<file path="config.mk">
export PLATFORM = sky130hd
export DESIGN_NAME = imem_unit_flat
export DESIGN_NICKNAME = d
export VERILOG_FILES = /design/src/rtl/imem_unit_if.sv /design/src/rtl/imem_unit.sv /design/src/flat_wrapper.sv
export SDC_FILE = /design/constraint.sdc
export NUM_CORES = 1
export LEC_CHECK = 0
export ABC_AREA = 1
export CORE_MARGIN = 2
export CORE_UTILIZATION = 40
export CTS_CLUSTER_SIZE = 12
export DETAILED_ROUTE_END_ITERATION = 8
export MAX_ROUTING_LAYER = met4
export PLACE_DENSITY = 0.61
export SETUP_SLACK_MARGIN = 0.5
export SYNTH_ARGS = -nofsm -noshare
export SYNTH_HDL_FRONTEND = slang
export SYNTH_SLANG_ARGS = --single-unit
</file>
<file path="constraint.sdc">
create_clock -name clk -period 8.87 [get_ports clk]
set_input_delay 1.774 -clock clk [delete_from_list [all_inputs] [get_ports clk]]
set_output_delay 1.774 -clock clk [all_outputs]
set_load 0.02 [all_outputs]
</file>
<file path="src/rtl/imem_unit_if.sv">
// rtl/imem_unit_if.sv - fetch-side request/response and backing-memory read bundle for imem_unit
interface imem_unit_if #(
  parameter int WORD_LENGTH = 32
);
  logic                   reqValid;
  logic [WORD_LENGTH-1:0] reqAddr;
  logic                   reqReady;
  logic                   rspValid;
  logic [WORD_LENGTH-1:0] rspInstr;
  logic                   rspErr;
  logic                   memReq;
  logic [WORD_LENGTH-1:0] memAddr;
  logic                   memAck;
  logic [WORD_LENGTH-1:0] memData;

  modport master (
    output reqValid, reqAddr, memAck, memData,
    input  reqReady, rspValid, rspInstr, rspErr, memReq, memAddr
  );

  modport slave (
    input  reqValid, reqAddr, memAck, memData,
    output reqReady, rspValid, rspInstr, rspErr, memReq, memAddr
  );
endinterface

</file>
<file path="src/rtl/imem_unit.sv">
// rtl/imem_unit.sv - direct-mapped one-word-per-line instruction cache with blocking refill
module imem_unit #(
  parameter int WORD_LENGTH = 32,
  parameter int INDEX_BITS  = 4
) (
  input  logic        clk,
  input  logic        rst,
  input  logic        flush,
  imem_unit_if.slave  bus,
  output logic [15:0] hitCnt,
  output logic [15:0] missCnt
);
  localparam int LINES    = 2 ** INDEX_BITS;
  localparam int TAG_BITS = WORD_LENGTH - INDEX_BITS - 2;

  typedef enum logic [1:0] {IDLE, LOOKUP, FILL, RESP} state_t;

  state_t                 state_q, state_d;
  logic [WORD_LENGTH-1:0] addr_q, addr_d;
  logic [LINES-1:0]       valid_q, valid_d;
  logic                   flush_pend_q, flush_pend_d;
  logic                   rsp_valid_q, rsp_valid_d;
  logic                   rsp_err_q, rsp_err_d;
  logic [WORD_LENGTH-1:0] rsp_instr_q, rsp_instr_d;
  logic [15:0]            hit_cnt_q, hit_cnt_d;
  logic [15:0]            miss_cnt_q, miss_cnt_d;

  logic [TAG_BITS-1:0]    tag_q  [LINES];
  logic [WORD_LENGTH-1:0] data_q [LINES];

  logic                   line_we;
  logic [INDEX_BITS-1:0]  idx;
  logic [TAG_BITS-1:0]    tag;
  logic                   misaligned;
  logic                   hit;
  logic                   idle_like;

  assign idx        = addr_q[INDEX_BITS+1:2];
  assign tag        = addr_q[WORD_LENGTH-1:INDEX_BITS+2];
  assign misaligned = (addr_q[1:0] != 2'b00);
  assign hit        = valid_q[idx] && (tag_q[idx] == tag);
  assign idle_like  = (state_q == IDLE) || (state_q == RESP);

  // rst gates readiness so the fetch stage sees no acceptance while reset is held
  assign bus.reqReady = rst && idle_like && !flush && !flush_pend_q;
  assign bus.rspValid = rsp_valid_q;
  assign bus.rspErr   = rsp_err_q;
  assign bus.rspInstr = rsp_instr_q;
  assign bus.memReq   = (state_q == FILL);
  assign bus.memAddr  = {addr_q[WORD_LENGTH-1:2], 2'b00};
  assign hitCnt       = hit_cnt_q;
  assign missCnt      = miss_cnt_q;

  always_comb begin
    state_d      = state_q;
    addr_d       = addr_q;
    valid_d      = valid_q;
    flush_pend_d = flush_pend_q;
    rsp_valid_d  = 1'b0;
    rsp_err_d    = 1'b0;
    rsp_instr_d  = rsp_instr_q;
    hit_cnt_d    = hit_cnt_q;
    miss_cnt_d   = miss_cnt_q;
    line_we      = 1'b0;

    case (state_q)
      IDLE, RESP: begin
        if (flush || flush_pend_q) begin
          valid_d      = '0;
          flush_pend_d = 1'b0;
          state_d      = IDLE;
        end else if (bus.reqValid) begin
          addr_d  = bus.reqAddr;
          state_d = LOOKUP;
        end else begin
          state_d = IDLE;
        end
      end
      LOOKUP: begin
        if (flush) flush_pend_d = 1'b1;
        if (misaligned) begin
          rsp_valid_d = 1'b1;
          rsp_err_d   = 1'b1;
          rsp_instr_d = '0;
          state_d     = RESP;
        end else if (hit) begin
          rsp_valid_d = 1'b1;
          rsp_instr_d = data_q[idx];
          if (hit_cnt_q != 16'hFFFF) hit_cnt_d = hit_cnt_q + 16'd1;
          state_d     = RESP;
        end else begin
          if (miss_cnt_q != 16'hFFFF) miss_cnt_d = miss_cnt_q + 16'd1;
          state_d = FILL;
        end
      end
      FILL: begin
        // a flush arriving here is deferred; the line is still installed
        if (flush) flush_pend_d = 1'b1;
        if (bus.memAck) begin
          line_we      = 1'b1;
          valid_d[idx] = 1'b1;
          rsp_valid_d  = 1'b1;
          rsp_instr_d  = bus.memData;
          state_d      = RESP;
        end
      end
      default: state_d = IDLE;
    endcase
  end

  always_ff @(posedge clk or negedge rst) begin
    if (!rst) begin
      state_q      <= IDLE;
      addr_q       <= '0;
      valid_q      <= '0;
      flush_pend_q <= 1'b0;
      rsp_valid_q  <= 1'b0;
      rsp_err_q    <= 1'b0;
      rsp_instr_q  <= '0;
      hit_cnt_q    <= '0;
      miss_cnt_q   <= '0;
    end else begin
      state_q      <= state_d;
      addr_q       <= addr_d;
      valid_q      <= valid_d;
      flush_pend_q <= flush_pend_d;
      rsp_valid_q  <= rsp_valid_d;
      rsp_err_q    <= rsp_err_d;
      rsp_instr_q  <= rsp_instr_d;
      hit_cnt_q    <= hit_cnt_d;
      miss_cnt_q   <= miss_cnt_d;
    end
  end

  // tag/data arrays need no reset: the valid bits alone qualify them
  always_ff @(posedge clk) begin
    if (line_we) begin
      tag_q[idx]  <= tag;
      data_q[idx] <= bus.memData;
    end
  end
endmodule

</file>
<file path="src/flat_wrapper.sv">
// flat-port wrapper written by rule: the top's interface ports become plain ports
module imem_unit_flat 
#(
  parameter int WORD_LENGTH = 32,
  parameter int INDEX_BITS  = 4
)
  (clk, rst, flush, hitCnt, missCnt, bus_reqValid, bus_reqAddr, bus_memAck, bus_memData, bus_reqReady, bus_rspValid, bus_rspInstr, bus_rspErr, bus_memReq, bus_memAddr);
  imem_unit_if #(.WORD_LENGTH(WORD_LENGTH)) bus_i ();
  input  logic clk;
  input  logic rst;
  input  logic flush;
  output logic [15:0] hitCnt;
  output logic [15:0] missCnt;
  input wire logic [$bits(bus_i.reqValid)-1:0] bus_reqValid;
  input wire logic [$bits(bus_i.reqAddr)-1:0] bus_reqAddr;
  input wire logic [$bits(bus_i.memAck)-1:0] bus_memAck;
  input wire logic [$bits(bus_i.memData)-1:0] bus_memData;
  output wire logic [$bits(bus_i.reqReady)-1:0] bus_reqReady;
  output wire logic [$bits(bus_i.rspValid)-1:0] bus_rspValid;
  output wire logic [$bits(bus_i.rspInstr)-1:0] bus_rspInstr;
  output wire logic [$bits(bus_i.rspErr)-1:0] bus_rspErr;
  output wire logic [$bits(bus_i.memReq)-1:0] bus_memReq;
  output wire logic [$bits(bus_i.memAddr)-1:0] bus_memAddr;
  assign bus_i.reqValid = bus_reqValid;
  assign bus_i.reqAddr = bus_reqAddr;
  assign bus_i.memAck = bus_memAck;
  assign bus_i.memData = bus_memData;
  assign bus_reqReady = bus_i.reqReady;
  assign bus_rspValid = bus_i.rspValid;
  assign bus_rspInstr = bus_i.rspInstr;
  assign bus_rspErr = bus_i.rspErr;
  assign bus_memReq = bus_i.memReq;
  assign bus_memAddr = bus_i.memAddr;
  imem_unit #(.WORD_LENGTH(WORD_LENGTH), .INDEX_BITS(INDEX_BITS)) u_core (.clk(clk), .rst(rst), .flush(flush), .bus(bus_i), .hitCnt(hitCnt), .missCnt(missCnt));
endmodule
</file>
### Word level (Yosys, flattened, before mapping)

Memory sizes are Yosys's and may differ from the RTL's.
Index checks and enable logic that the tools add are counted.
W data, S select, Z words.

* bits in latches: 0
* memories kept: 2
* word-level logic and storage cells: 79
* bits in writable memories: 928
* bits in registers: 117
* memory bits (read-only): 0
* bits of input ports: 69
* output and inout port bits: 100

Memory list
* u_core.data_q: words 16, bits a word 32, read ports 1, clocked after Yosys merged registers in 0, wr ports 1, RTL line imem_unit.sv:29 `logic [WORD_LENGTH-1:0] data_q [LINES];`
* u_core.tag_q: words 16, bits a word 26, read ports 1, clocked after Yosys merged registers in 0, wr ports 1, RTL line imem_unit.sv:28 `logic [TAG_BITS-1:0] tag_q [LINES];`

* $add $sub $neg: 2
* shift operators: 0
* bitwise operators: 4
* reduce and logical (&&, ||, !) cells: 21
* div/mod/pow operators: 0
* multipliers: 0
* eq/ne operators: 10
* multiplexer cells: 29
* magnitude comparators: 2

Operators by type and width (count)
* $mux W32: 3
* $pmux W32 S2: 1
* $add A16 B1 Y16 const B: 2
* $mux W16: 2
* $ne A16 B16 Y1 const B: 2
* $pmux W16 S2: 1
* $eq A26 B26 Y1: 1
* $or A16 B16 Y16: 1
* $mux W1: 14
* $reduce_and A3 Y1: 3
* $reduce_and A4 Y1: 2
* $mux W2: 3
* $pmux W2 S3: 1
* $reduce_bool A2 Y1: 3
* $logic_and A1 B1 Y1: 5
* $lt A4 B5 Y1 const B: 1
* $bmux W1 S4: 1
* $demux W1 S4: 1
* $eq A2 B2 Y1 const B: 2
* $ge A4 B1 Y1 const B: 1
* $ne A2 B1 Y1 const B: 2
* $pmux W1 S2: 2
* $reduce_or A2 Y1: 2
* $ne A3 B1 Y1 const B: 1
* 7 further kinds: 11

### Depth between registers and ports, before layout

Gate-level depths: netlist of run 1.

* word-level depth: 7
* mapped depth: 22
* depth with buffers taken out: 20

### Least setup slack after synthesis of run 1

OpenSTA, ideal clock, no wires.

* kind: input to register
* start point: in bus_memAck
* end point: mem u_core.data_q[1][0] (enable)
* data required time: 8252 ps
* arrival time: 7703 ps
* path buffers: 1
* slack: 550 ps
* setup time: 618 ps
* stages on the path: 3
* path through: nand2_1 > clkbuf_1 > nor4_1

* longest elaborated chain between the ends: 4

RTL lines
* start, declared: RTL line flat_wrapper.sv:16 `input wire logic [$bits(bus_i.memAck)-1:0] bus_memAck;`
* $mux W1: RTL line imem_unit.sv:99 `if (bus.memAck) begin`
* $mux W1: RTL line imem_unit.sv:66 `case (state_q)`
* $mux W1: RTL line imem_unit.sv:137 `if (line_we) begin`
* $mux W1 (implied by the code): RTL line imem_unit.sv:139 `data_q[idx] <= bus.memData;`
* end, declared: RTL line imem_unit.sv:29

No other way between the ends.

### Worst setup path after layout of run 1

* start point: reg u_core.addr_q[2]
* end point: reg u_core.rsp_instr_q[13], in the netlist u_core.bus.rspInstr[13]

* longest elaborated chain between the ends: 5
* elaborated cells between the ends (all ways): 11
* classes of those cells: 2 x eq/ne; 5 x mux; 2 x reduce/logical; 2 x memory

RTL lines
* start, declared: RTL line imem_unit.sv:19 `logic [WORD_LENGTH-1:0] addr_q, addr_d;`
* start signal, assigned: RTL line imem_unit.sv:124 `addr_q <= addr_d;`
* $mem_v2 Z16 W26 / $bmux W1 S4 (equally long branches)
* $eq A26 B26 Y1 / $mux W1 (equally long branches): RTL line imem_unit.sv:41 `assign hit = valid_q[idx] && (tag_q[idx] == tag);`
* $logic_and A1 B1 Y1: RTL line imem_unit.sv:41
* $ne A3 B1 Y1 (no source line)
* $reduce_and A3 Y1 (no source line)
* end signal, assigned: RTL line imem_unit.sv:129 `rsp_instr_q <= rsp_instr_d;`
* end, declared: RTL line imem_unit.sv:24 `logic [WORD_LENGTH-1:0] rsp_instr_q, rsp_instr_d;`

Parallel ways exist; a longest one is shown, timed or not. The select of a mux whose other input is x is not followed.
A chain may end at the register's enable or synchronous reset.

==> results.json, run 1 <==
{
  "core_area_um2": 104000,
  "gr-total-overflow": 0,
  "ant_nets": 0,
  "finalHoldViolCount": 0,
  "cts_buffer_depth": 3,
  "first_pass_iters": 6,
  "swShare": 0.370,
  "syn_area_per_cell_um2": 12.4,
  "setup_violations": 0,
  "grt_pass1_vias": 25900,
  "htreeDepth": 3,
  "ioPinCount": 169,
  "port_buffers": 166,
  "clockPowerShare": 0.279,
  "fin_util": 0.467,
  "worst_pin_slew_ps": 1200,
  "ctsHoldBuffers": 0,
  "fin_skew_ps": 29.1,
  "drive_above_1_share": 0.0705,
  "pwr-share-comb": 0.319,
  "crit_required_ps": 9440,
  "die_w_um": 328,
  "cts_made_buffers": 109,
  "synth-edff-count": 928,
  "synth.yosys.seq_area_share": 0.734,
  "antenna_found_initial": 7,
  "status": "complete, no violations",
  "yosysTopAreaCell": "edfxtp_1",
  "fill_cells": 9171,
  "grt_max_degree": 163,
  "post_drt_wl_per_cell_um": 22.8,
  "ctsResizeCount": 0,
  "layout_commonest_cell": "nand2_1",
  "crit_path_max_fanout": 62,
  "viasPerCell": 5.43,
  "crit_type": "reg2reg",
  "clk_latency_ps": 700,
  "internal_power_uw": 10000,
  "synth_area_leaders": "edfxtp_1 66%, nand2_1 11%, dfrtp_1 7.0%",
  "yosysTopAreaCellShare": 0.664,
  "syn-instance-count": 3393,
  "synth_flop_cell": "edfxtp_1",
  "hp-class": "reg2reg",
  "root_buffer": "clkbuf_16",
  "synthArstFlopShare": 0.112,
  "min_period_over_period": 0.633,
  "die_h_um": 328,
  "seqPwrFrac": 0.403,
  "finalSetupTns_ps": 0,
  "dp_hpwl_um": 60500,
  "ys_warn_count": 0,
  "rsz0062_at_grt": "no",
  "mostFrequentLayoutCells": "1173 x nand2_1, 928 x edfxtp_1, 258 x a22oi_1, 165 x clkdlybuf4s50_1, 115 x dfrtp_1",
  "detailroute.via_count": 27164,
  "synth_area_um2": 41900,
  "area_delta_synth_final_pct": 15.5,
  "ff2ff_path_depth": 22,
  "place_congestion": 0.845,
  "p_leak_uw": 0.0175,
  "power.density_nw_per_um2": 327,
  "grt_pass1_wl_um": 169000,
  "wl_um": 114000,
  "endpoint_kind": "flop",
  "worstHoldPathCells": 2,
  "dieArea_um2": 107000,
  "ys_seq_elements": 1045,
  "switching_power_uw": 5860,
  "clk_pin_slew_ps": 60,
  "drt_iter0_drc": 3016,
  "cts_tree": "done",
  "slew_violations": 0,
  "cp_data_arrival_time_ps": 6190,
  "crit_path_start_kind": "flop",
  "grt_use_total": 0.215,
  "irDropWorstVdd_v": 0.000264,
  "cts.sinks": 1045,
  "final.min_clock_period_ps": 5620,
  "ys_types": 34,
  "cap_violations": 0,
  "fmax_mhz": 178,
  "power_uw": 15900,
  "drc_errors": 0,
  "post-cts-setup-buffers": 0,
  "fin_nets": 3603,
  "fp-row-count": 118,
  "timing.slew.headroom": 0.200,
  "start_util": 0.404
}
==> cells by family (layout without fill, tap and decap cells) <==
family	after synthesis	in the layout	share of synthesized area
simple gates	1457	1457	0.138
flops	1045	1045	0.734
compound gates	545	545	0.0873
buf+inv	313	538	0.0339
xor+xnor	28	28	0.00585
fa+ha+maj	4	4	0.00119
other cells	1	7	0.0000894
==> state kept, by name, indices dropped and copies added (netlist names) <==
| signal | flops |
|---|---|
| u_core.addr_q | 32 |
| u_core.missCnt | 16 |
| u_core.flush_pend_q | 1 |
| u_core.valid_q | 16 |
| u_core.tag_q | 416 |
| u_core.state_q | 2 |
| u_core.bus.rspValid | 1 |
| u_core.bus.rspErr | 1 |
| u_core.bus.rspInstr | 32 |
| u_core.hitCnt | 16 |
| u_core.data_q | 512 |
==> power groups by stage <==
stage	combinational (uW)	clock, uW	sequential (uW)
6_report	5050	4420	6380
5_1_grt	5520	4680	6430
4_1_cts	5050	4490	6380
3_5_place_dp	5030	0	6480
3_3_place_gp	5010	0	6470
2_1_floorplan	3140	0	6450
==> worst max-delay path, cell delays in order, from the launching register on <==
cell	delay, ps
dfrtp_4	590
buf_4	370
inv_4	630
buf_4	610
nand2_1	110
nand2_1	80
nand2_1	50
nand2_1	80
nand2_1	50
nand2_1	100
inv_1	60
nand2_1	100
nand2_1	60
nand2_1	90
nand2_1	50
nor2_1	120
nand2_1	120
nor2_1	290
nand2_1	200
nand2_2	690
nand2_2	630
nand2_1	190
nand2_1	70
==> per-stage QoR <==
stage | hold slack, ps | cells | setup WS, ps | area, um2
finish | 476 | 5004 | 3250 | 48500
global route | 497 | 5004 | 2840 | 48500
CTS | 482 | 4998 | 3180 | 48400
detailed placement | 458 | 4798 | 3140 | 45000
global placement | 465 | 4798 | 3290 | 45000
floorplan | 450 | 3394 | 550 | 41900
==> Yosys cell counts (all sizes together) (4+ instances only) <==
library cell and count:
nand2 1180, edfxtp 928, nand3 112, inv 106, xor2 16, nor3 27, ha 4, clkbuf 88
xnor2 12, dfrtp 117, o21bai 12, nor2 96, a22oi 258, a21oi 96, o21ai 84, o22ai 6
buf 119, a21boi 64, nor4 22, nand4 18, o41ai 22
==> metal layers <==
layer / share of wire / track usage
met4: 0.023 / 0.0569
met3: 0.072 / 0.0332
met5: 0 / -
met1: 0.43 / 0.296
met2: 0.47 / 0.336
==> worst paths after layout <==
kind / slack (ps) / endpoint / from
min reg2reg: 480 / u_core.bus.rspInstr[6] / u_core.bus.rspInstr[6]
min: 480 / u_core.bus.rspInstr[6] / u_core.bus.rspInstr[6]
min in group asynchronous: 1100 / u_core.addr_q[28] / rst
max in group asynchronous: 6340 / u_core.bus.rspInstr[12] / rst
max reg2reg: 3250 / u_core.bus.rspInstr[13] / u_core.addr_q[2]
max: 3250 / u_core.bus.rspInstr[13] / u_core.addr_q[2]
==> area by class of cell <==
cell class	count	area, um2	share of cell area
Sequential cell	1045	30800	0.636
Multi-Input combinational cell	2036	9870	0.204
Clock buffer	165	3070	0.0634
Timing Repair Buffer	232	2200	0.0453
Tap cell	1380	1730	0.0356
Inverter	106	408	0.00842
Clock inverter	35	378	0.00780
Antenna cell	5	12.5	0.000258
No activity file was read; power rests on OpenSTA's default activity.
==> run 2, diff against run 1 <==
--- a/config.mk
+++ b/config.mk
@@ -11,7 +11,7 @@
 export CTS_CLUSTER_SIZE = 12
 export DETAILED_ROUTE_END_ITERATION = 8
 export MAX_ROUTING_LAYER = met4
-export PLACE_DENSITY = 0.61
+export PLACE_DENSITY = 0.63
 export SETUP_SLACK_MARGIN = 0.5
 export SYNTH_ARGS = -nofsm -noshare
 export SYNTH_HDL_FRONTEND = slang
==> constraint.sdc (replaced) <==
create_clock -name clk -period 4.5 [get_ports clk]
set_input_delay 0.9 -clock clk [delete_from_list [all_inputs] [get_ports clk]]
set_output_delay 0.9 -clock clk [all_outputs]
set_load 0.02 [all_outputs]
==> results.json, run 2 (synthesis gave the netlist of run 1 again) <==
{
  "dieArea_um2": 107000,
  "endpoint_kind": "flop",
  "crit_path_max_fanout": 32,
  "min_period_over_period": 0.820,
  "drt_iter0_drc": 2954,
  "drive_above_1_share": 0.0773,
  "clk_latency_ps": 690,
  "die_h_um": 328,
  "seqPwrFrac": 0.397,
  "largest_reg_flops": 512,
  "switching_power_uw": 11700,
  "root_buffer": "clkbuf_16",
  "fp-row-count": 118,
  "htreeDepth": 3,
  "setup_violations": 0,
  "rsz0062_at_grt": "no",
  "wl_um": 115000,
  "finalHoldViolCount": 0,
  "drc_errors": 0,
  "ant_nets": 0,
  "swShare": 0.371,
  "power.density_nw_per_um2": 647,
  "p_leak_uw": 0.0177,
  "worst_pin_slew_ps": 891,
  "grt_pass1_vias": 26237,
  "final.min_clock_period_ps": 3690,
  "final_area_um2": 48900,
  "placed_area_um2": 45400,
  "status": "complete, no violations",
  "cts.sinks": 1045,
  "area_delta_synth_final_pct": 16.7,
  "viasPerCell": 5.40,
  "crit_required_ps": 5120,
  "fmax_mhz": 271,
  "hp-class": "in2async",
  "ioPinCount": 169,
  "clk_pin_slew_ps": 60,
  "clockPowerShare": 0.277,
  "dp_slack_ps": 725,
  "slew_violations": 0,
  "crit_type": "reg2reg",
  "reg.largest.list": "u_core.data_q (512), u_core.tag_q (416)",
  "mostFrequentLayoutCells": "1172 x nand2_1, 928 x edfxtp_1, 258 x a22oi_1, 165 x clkdlybuf4s50_1, 115 x dfrtp_1",
  "cts_tree": "done",
  "gr-total-overflow": 0,
  "cts_buffer_depth": 3,
  "dp_hpwl_um": 62800,
  "fin_skew_ps": 21.9,
  "first_pass_iters": 6,
  "crit_path_start_kind": "flop",
  "post_drt_wl_per_cell_um": 22.9,
  "worst_slack_ps": 811,
  "pwr-share-comb": 0.327,
  "ctsHoldBuffers": 0,
  "start_util": 0.404,
  "port_buffers": 166,
  "core_area_um2": 104000,
  "cts_made_buffers": 108,
  "die_w_um": 328,
  "place_congestion": 0.885,
  "grt_max_degree": 123,
  "detailroute.via_count": 27203,
  "layout_commonest_cell": "nand2_1",
  "timing.slew.headroom": 0.404,
  "finalSetupTns_ps": 0,
  "fin_util": 0.471,
  "cp_data_arrival_time_ps": 4310,
  "grt_pass1_wl_um": 171000,
  "irDropWorstVdd_v": 0.000550,
  "grt_use_total": 0.218,
  "internal_power_uw": 19900,
  "fin_nets": 3630,
  "cap_violations": 0,
  "fill_cells": 9146,
  "antenna_found_initial": 4,
  "largest-register": "u_core.data_q"
}
run 2: cell count changes in the layout (fill, tap and decap cells not counted), moves of 2 or more:
cell	before	now
clkbuf_8	9	11
nor4_2	8	0
clkinv_2	15	8
clkinvlp_4	0	5
nor3_4	0	8
clkinv_1	9	5
clkbuf_1	45	52
nor4_4	0	8
clkbuf_16	111	109
nor3_2	8	0
buf_12	3	12
buf_4	63	82
run 2: area by class of cell:
cell class | instances | area, um2 | share of cell area
repair buffers | 260 | 2520 | 0.0515
diodes | 4 | 10.0 | 0.000205
inverters | 106 | 408 | 0.00834
clock inverters | 30 | 398 | 0.00813
well taps | 1380 | 1730 | 0.0353
flip-flops and latches | 1045 | 30800 | 0.629
multi-input cells | 2036 | 10000 | 0.204
clock buffers | 172 | 3070 | 0.0628
run 2: worst paths after layout:
kind	startpoint	to	slack (ps)	cells past startpoint
max	u_core.addr_q[3]	u_core.bus.rspInstr[28]	810	19
min	rst	u_core.addr_q[24]	120	1
max reg2reg	u_core.addr_q[3]	u_core.bus.rspInstr[28]	810	19
min reg2reg	u_core.flush_pend_q	u_core.flush_pend_q	480	2
max in group asynchronous	rst	u_core.addr_q[2]	2720	3
min in group clk	u_core.flush_pend_q	u_core.flush_pend_q	480	2
run 2: metrics by stage:
step                      power (uW)  std cells  hold slack [ps]
final                          31700       5033              118
after global routing           33100       5033              140
after CTS                      31700       5029              115
after detailed placement       23000       4827              462
after global placement         22900       4827              466
after floorplan                18900       3394              450
run 2: metal layers:
| layer | vias up | part of all wire | track usage |
|---|---|---|---|
| li1 | 12374 | - | - |
| met1 | 13529 | 0.43 | 0.307 |
| met2 | 1115 | 0.47 | 0.335 |
| met3 | 185 | 0.073 | 0.0317 |
| met4 | 0 | 0.024 | 0.0543 |
| met5 | - | 0 | - |
run 2: critical path, stage by stage, from the launching register on:
cell	delay [ps]
dfrtp_2	490
inv_2	320
nor2_4	170
buf_12	210
nand2_1	70
nand2_1	40
o21ai_0	390
nand2_1	130
nor2_1	110
nand2_1	50
nand2_1	90
nand2_1	70
nor2_1	200
nand2_1	110
nor2_2	180
nand2_1	160
nand2_2	150
buf_4	390
nand3_1	140
nand2_1	90
run 2: what timing repair did:
item | 4_1_cts | 5_1_grt
setup endpoints to repair | 0 | 32
setup buffers | 0 | 0
gates resized for setup | 0 | 1
run 2: power by group through the flow:
stage / clock network, uW / logic (uW) / registers, uW
floorplan: 0 / 6230 / 12700
global placement: 0 / 10200 / 12700
detailed placement: 0 / 10300 / 12700
CTS: 8850 / 10300 / 12600
global route: 9220 / 11200 / 12700
finish: 8760 / 10300 / 12600
